### src/rtl/bank_arb_pkg.sv
// Shared defaults and packed-slice helpers for the bank arbiter.
package bank_arb_pkg;

    localparam int unsigned NUM_REQ_DEF = 3;
    localparam int unsigned ADDR_W_DEF  = 7;
    localparam int unsigned DATA_W_DEF  = 128;

    function automatic int unsigned slice_lo(input int unsigned idx, input int unsigned width);
        return idx * width;
    endfunction

    function automatic int unsigned slice_hi(input int unsigned idx, input int unsigned width);
        return idx * width + width - 1;
    endfunction

    // Pointer width that stays legal for a single requester.
    function automatic int unsigned ptr_w(input int unsigned n);
        return (n > 1) ? $clog2(n) : 1;
    endfunction

endpackage

### src/rtl/bank_arbiter_rr_arb.sv
// Round-robin arbiter: one-hot grant from a rotating priority pointer that
// advances past the winner only when the caller confirms the accept.
module rr_arb
    import bank_arb_pkg::*;
#(
    parameter int unsigned NUM_REQ = NUM_REQ_DEF
) (
    input  logic                          i_clk,
    input  logic                          i_reset,
    input  logic [NUM_REQ-1:0]            i_req,
    input  logic                          i_accept,
    output logic [NUM_REQ-1:0]            o_grant,
    output logic                          o_found,
    output logic [ptr_w(NUM_REQ)-1:0]     o_idx
);

    localparam int unsigned PTR_W = ptr_w(NUM_REQ);

    logic [PTR_W-1:0] r_ptr;
    logic [PTR_W-1:0] w_pos;

    always_comb begin
        o_grant = '0;
        o_found = 1'b0;
        o_idx   = '0;
        w_pos   = '0;
        for (int unsigned k = 0; k < NUM_REQ; k++) begin
            w_pos = PTR_W'((32'(r_ptr) + k) % NUM_REQ);
            if (!o_found && i_req[w_pos]) begin
                o_found        = 1'b1;
                o_grant[w_pos] = 1'b1;
                o_idx          = w_pos;
            end
        end
    end

    always_ff @(posedge i_clk) begin
        if (i_reset) begin
            r_ptr <= '0;
        end else if (i_accept) begin
            r_ptr <= (o_idx == PTR_W'(NUM_REQ - 1)) ? '0 : o_idx + 1'b1;
        end
    end

endmodule

### src/rtl/bank_arbiter.sv
// Multi-requester front end for a single-port-per-direction memory bank:
// independent write and read round-robin arbiters with a same-address hazard guard.
module bank_arbiter
    import bank_arb_pkg::*;
#(
    parameter int unsigned NUM_REQ = NUM_REQ_DEF,
    parameter int unsigned ADDR_W  = ADDR_W_DEF,
    parameter int unsigned DATA_W  = DATA_W_DEF
) (
    input  logic                        vsi_clk,
    input  logic                        vsi_reset,
    input  logic [NUM_REQ-1:0]          vsi_req_valid,
    input  logic [NUM_REQ-1:0]          vsi_req_write,
    input  logic [NUM_REQ*ADDR_W-1:0]   vsi_req_addr,
    input  logic [NUM_REQ*DATA_W-1:0]   vsi_req_wdata,
    output logic [NUM_REQ-1:0]          vsi_req_ready,
    output logic [NUM_REQ-1:0]          vsi_rsp_valid,
    output logic [DATA_W-1:0]           vsi_rsp_data,
    output logic [DATA_W-1:0]           vsi_inputData,
    output logic [ADDR_W-1:0]           vsi_inputAddr,
    output logic                        vsi_inputChipSelect,
    output logic [ADDR_W-1:0]           vsi_outputAddr,
    output logic                        vsi_outputChipSelect,
    input  logic [DATA_W-1:0]           vsi_outputData
);

    localparam int unsigned PTR_W = ptr_w(NUM_REQ);

    logic                 w_run;
    logic [NUM_REQ-1:0]   w_wr_req;
    logic [NUM_REQ-1:0]   w_rd_req;
    logic [NUM_REQ-1:0]   w_wr_grant;
    logic [NUM_REQ-1:0]   w_rd_grant;
    logic                 w_wr_found;
    logic                 w_rd_found;
    logic [PTR_W-1:0]     w_wr_idx;
    logic [PTR_W-1:0]     w_rd_idx;
    logic [ADDR_W-1:0]    w_wr_addr;
    logic [DATA_W-1:0]    w_wr_data;
    logic [ADDR_W-1:0]    w_rd_addr;
    logic                 w_hazard;
    logic                 w_rd_accept;

    logic                 r_wr_cs;
    logic [ADDR_W-1:0]    r_wr_addr;
    logic [DATA_W-1:0]    r_wr_data;
    logic                 r_rd_cs;
    logic [ADDR_W-1:0]    r_rd_addr;
    logic [NUM_REQ-1:0]   r_rd_id;
    logic [NUM_REQ-1:0]   r_rsp_id;

    assign w_run    = ~vsi_reset;
    assign w_wr_req = vsi_req_valid & vsi_req_write & {NUM_REQ{w_run}};
    assign w_rd_req = vsi_req_valid & ~vsi_req_write & {NUM_REQ{w_run}};

    rr_arb #(
        .NUM_REQ (NUM_REQ)
    ) u_wr_arb (
        .i_clk    (vsi_clk),
        .i_reset  (vsi_reset),
        .i_req    (w_wr_req),
        .i_accept (w_wr_found),
        .o_grant  (w_wr_grant),
        .o_found  (w_wr_found),
        .o_idx    (w_wr_idx)
    );

    rr_arb #(
        .NUM_REQ (NUM_REQ)
    ) u_rd_arb (
        .i_clk    (vsi_clk),
        .i_reset  (vsi_reset),
        .i_req    (w_rd_req),
        .i_accept (w_rd_accept),
        .o_grant  (w_rd_grant),
        .o_found  (w_rd_found),
        .o_idx    (w_rd_idx)
    );

    assign w_wr_addr = vsi_req_addr[slice_lo(32'(w_wr_idx), ADDR_W) +: ADDR_W];
    assign w_wr_data = vsi_req_wdata[slice_lo(32'(w_wr_idx), DATA_W) +: DATA_W];
    assign w_rd_addr = vsi_req_addr[slice_lo(32'(w_rd_idx), ADDR_W) +: ADDR_W];

    // A read racing a same-address write waits so it observes the new data.
    assign w_hazard    = w_wr_found & w_rd_found & (w_wr_addr == w_rd_addr);
    assign w_rd_accept = w_rd_found & ~w_hazard;

    assign vsi_req_ready = w_wr_grant | (w_rd_grant & {NUM_REQ{~w_hazard}});

    always_ff @(posedge vsi_clk) begin
        if (vsi_reset) begin
            r_wr_cs   <= 1'b0;
            r_wr_addr <= '0;
            r_wr_data <= '0;
            r_rd_cs   <= 1'b0;
            r_rd_addr <= '0;
            r_rd_id   <= '0;
            r_rsp_id  <= '0;
        end else begin
            r_wr_cs <= w_wr_found;
            if (w_wr_found) begin
                r_wr_addr <= w_wr_addr;
                r_wr_data <= w_wr_data;
            end
            r_rd_cs <= w_rd_accept;
            if (w_rd_accept) begin
                r_rd_addr <= w_rd_addr;
            end
            // One-hot owner ID tracks the bank's one-cycle read latency.
            r_rd_id  <= w_rd_accept ? w_rd_grant : '0;
            r_rsp_id <= r_rd_id;
        end
    end

    // Outputs are forced quiet while reset is held, including its first cycle.
    assign vsi_inputChipSelect  = r_wr_cs & w_run;
    assign vsi_inputAddr        = w_run ? r_wr_addr : '0;
    assign vsi_inputData        = w_run ? r_wr_data : '0;
    assign vsi_outputChipSelect = r_rd_cs & w_run;
    assign vsi_outputAddr       = w_run ? r_rd_addr : '0;
    assign vsi_rsp_valid        = r_rsp_id & {NUM_REQ{w_run}};
    assign vsi_rsp_data         = (w_run && (|r_rsp_id)) ? vsi_outputData : '0;

endmodule
### config.mk
export PLATFORM = sky130hd
export DESIGN_NAME = bank_arbiter
export DESIGN_NICKNAME = d
export VERILOG_FILES = /design/src/rtl/bank_arb_pkg.sv /design/src/rtl/bank_arbiter_rr_arb.sv /design/src/rtl/bank_arbiter.sv
export SDC_FILE = /design/constraint.sdc
export NUM_CORES = 1
export LEC_CHECK = 0
export CORE_AREA = 2 2 319 321
export CTS_CLUSTER_DIAMETER = 60
export DETAILED_ROUTE_END_ITERATION = 16
export DIE_AREA = 0 0 321 323
export DONT_BUFFER_PORTS = 1
export PLACE_DENSITY = 0.3
export SYNTH_ARGS = -nofsm -noshare
export SYNTH_HDL_FRONTEND = slang
export SYNTH_SLANG_ARGS = --single-unit
### constraint.sdc
create_clock -name vsi_clk -period 4.2 [get_ports vsi_clk]
set_input_delay 0.21 -clock vsi_clk [delete_from_list [all_inputs] [get_ports vsi_clk]]
set_output_delay 0.21 -clock vsi_clk [all_outputs]
set_load 0.01 [all_outputs]
==> impl_metrics.tcl <==
set metrics [dict create \
    grt_use_met2 0.172 \
    grtUsageTotal 0.108 \
    wl_per_cell_um 20.5 \
    leakage_nw 5.30 \
    cts_buffer_depth 2 \
    hold_path_class "input port to flop" \
    finalWirelength_um 60300 \
    finalMaxSlewViolations 0 \
    syn_inst 1478 \
    fin_cells 2938 \
    die_h_um 323 \
    num-nets-final 2156 \
    cts_buffers 17 \
    grt_pass1_vias 10200 \
    grt_max_degree 154 \
    cts_tree "yes" \
    final_hold_viol_count 0 \
    cts_max_level 4 \
    min-delay-start "vsi_req_wdata[334]" \
    overflow 0 \
    syn-cell-area_um2 10200 \
    ant_nets 0 \
    avgSynthCellArea_um2 6.90 \
    min_period_ns 3.94 \
    worstReg2RegStart "u_wr_arb.r_ptr[0]" \
    r2r_slack_ns 0.35 \
    die_area_um2 104000 \
    hpwl_um 47700 \
    synthesis.nets 2027 \
    area_growth_pct 40.6 \
    synth_edf_count 0 \
    crit_type "flop to output pin" \
    slew_headroom 0.265 \
    use_met1 0.113 \
    power_density_nw_per_um2 409 \
    io-pin-count 819 \
    path_clk_slew_ns 0.07 \
    core_um2 101000 \
    post-route-period-util 0.937 \
    end_kind "output pin" \
    crit_arrival_ns 3.73 \
    synth_seq_area_share 0.302 \
    grt_antenna_before_repair 11 \
    setup_tns_ns 0 \
    worst_slew_pin_slew_ns 1.10 \
    synthFlopType "dfxtp_1" \
    io_buffers 0 \
    first_pass_iters 7 \
    synth_warnings 0 \
    status "finished, final reports clean" \
    start_util 0.101 \
    met3_usage 0.0711 \
    hold_depth 4 \
    r2r-end "r_wr_data[58]" \
    clock_latency_ns 0.51 \
    drt_iter0_markers 587 \
    final_cell_mix "357 x nand2_1, 228 x a21oi_1, 206 x dlygate4sd3_1" \
    drive_above_1_share 0.0586 \
    synth-seq-cells 154 \
    r2r.worst_path.cells 12 \
    grt_first_pass_wirelength_um 78500 \
    drc 0 \
    rows 117 \
    cp_max_fo 10 \
    holdPathEnd "r_wr_data[78]" \
    dp_cells 2688 \
    place_congestion 1.05 \
    via_per_inst 3.75 \
    via_count 11000 \
    clockRootBuffer "clkbuf_16" \
    fmax_mhz 254 \
    crit_path_start "u_wr_arb.r_ptr[0]" \
    required_ns 3.99 \
    cap_viol_max_count 0 \
    final_common_cell "nand2_1" \
    fin_worst_skew_ns 0.0164 \
    die_w_um 321 \
    setup_violations 0 \
    grt_busiest_layer "met2" \
    worst_ir_drop_vdd_v 0.000252 \
    rsz0062_at_grt "no" \
    cts.sinks 154 \
    async_flop_share 0 \
    ys_types 68 \
    cp-start-kind "flop" \
]
-- cell type report --
cell class	instances	area (um^2)
flip-flops and latches	154	3080
clock buffers	17	425
multi-input cells	1186	6660
repair buffers	233	2280
diodes	9	22.5
inverters	15	56.3
well taps	1309	1640
fillers	11600	86400
clock inverters	15	175
-- worst max-delay path by stage --
stage	slack, ns	depth (start not counted)	endpoint
after floorplan	1.08	12	r_rd_addr[0]
after global placement	0.39	13	vsi_req_ready[1]
after detailed placement	0.37	12	vsi_req_ready[1]
after CTS	0.01	12	vsi_req_ready[1]
after global routing	0.01	12	vsi_req_ready[0]
final	0.26	13	vsi_req_ready[0]
-- cells in the mapped netlist, drive strengths merged (3+ instances only) --
library cell	n	area, um^2
nand2	359	1350
a21oi	228	1140
dfxtp	154	3080
nor2b	154	963
and2	131	820
clkbuf	113	424
o21ai	107	539
a221o	50	500
nor2	21	86.3
inv	15	56.3
buf	10	61.3
nor3	10	60.1
mux2	9	128
ha	8	100
mux2i	8	80.1
nand3	8	40.0
a211oi	7	52.6
or3	6	42.5
a21o	5	37.5
a31oi	5	31.3
and3	5	31.3
xor2	5	43.8
nor3b	4	35.0
xnor2	4	35.0
a21boi	3	22.5
a221oi	3	26.3
and3b	3	26.3
nand3b	3	47.6
nand4b	3	26.3
o21a	3	22.5
o22ai	3	25.0
-- power by group --
part | internal (W) | switching (W)
registers | 0.00176 | 0.0000670
logic | 0.000892 | 0.00143
clock network | 0.000898 | 0.000817
total | 0.00355 | 0.00232
-- state kept, by name (all words and copies together) (netlist names) --
name            cells
r_wr_cs             1
u_wr_arb.r_ptr      2
r_rd_cs             1
r_rsp_id            3
u_rd_arb.r_ptr      2
r_wr_data         128
r_wr_addr           7
r_rd_id             3
r_rd_addr           7
-- metrics by stage --
stage / total power (W) / setup slack, ns / instance area, um^2 / util / hold slack (ns)
2_1_floorplan: 0.00328 / 1.08 / 10200 / - / 0.349
3_3_place_gp: 0.00388 / 0.386 / 11600 / 0.115 / 0.301
3_5_place_dp: 0.00389 / 0.366 / 11600 / 0.115 / 0.304
4_1_cts: 0.00603 / 0.0118 / 14300 / 0.142 / 0.000745
5_1_grt: 0.00629 / 0.0120 / 14300 / 0.142 / 0.0239
6_report: 0.00587 / 0.263 / 14300 / 0.142 / 0.0536
-- layer usage --
| layer | part of all wire | up-vias |
|---|---|---|
| li1 | - | 5267 |
| met1 | 0.38 | 5096 |
| met2 | 0.45 | 595 |
| met3 | 0.14 | 56 |
| met4 | 0.025 | 4 |
| met5 | 0.0025 | - |
-- cell families after synthesis --
logic type | Yosys count | synth area share
flops | 154 | 0.302
buf+inv | 138 | 0.0531
xor+xnor | 9 | 0.00773
fa+ha+maj | 10 | 0.0118
mux | 17 | 0.0204
simple gates | 718 | 0.354
compound gates | 432 | 0.251
-- what timing repair did --
item                       CTS  global route
cloned                       0             0
setup buffers                3             0
setup endpoints to repair    3             6
hold buffers               206             0
gates resized for setup      4             9
pin swaps                    1             0
hold endpoints to repair   140             0
-- worst max-delay path, cell delays in order, from the launching register on --
cell and delay [ns]:
dfxtp_1 0.37, inv_1 0.09, ha_2 0.36, buf_4 0.18, inv_1 0.10, o21ai_0 0.51, nand2_4 0.17, nor2_1 0.17
mux2i_1 0.09, a32o_1 0.30, nor4_4 0.33, and2_2 0.24, o21ai_0 0.11, buf_4 0.18
(Power assumes the default switching activity.)
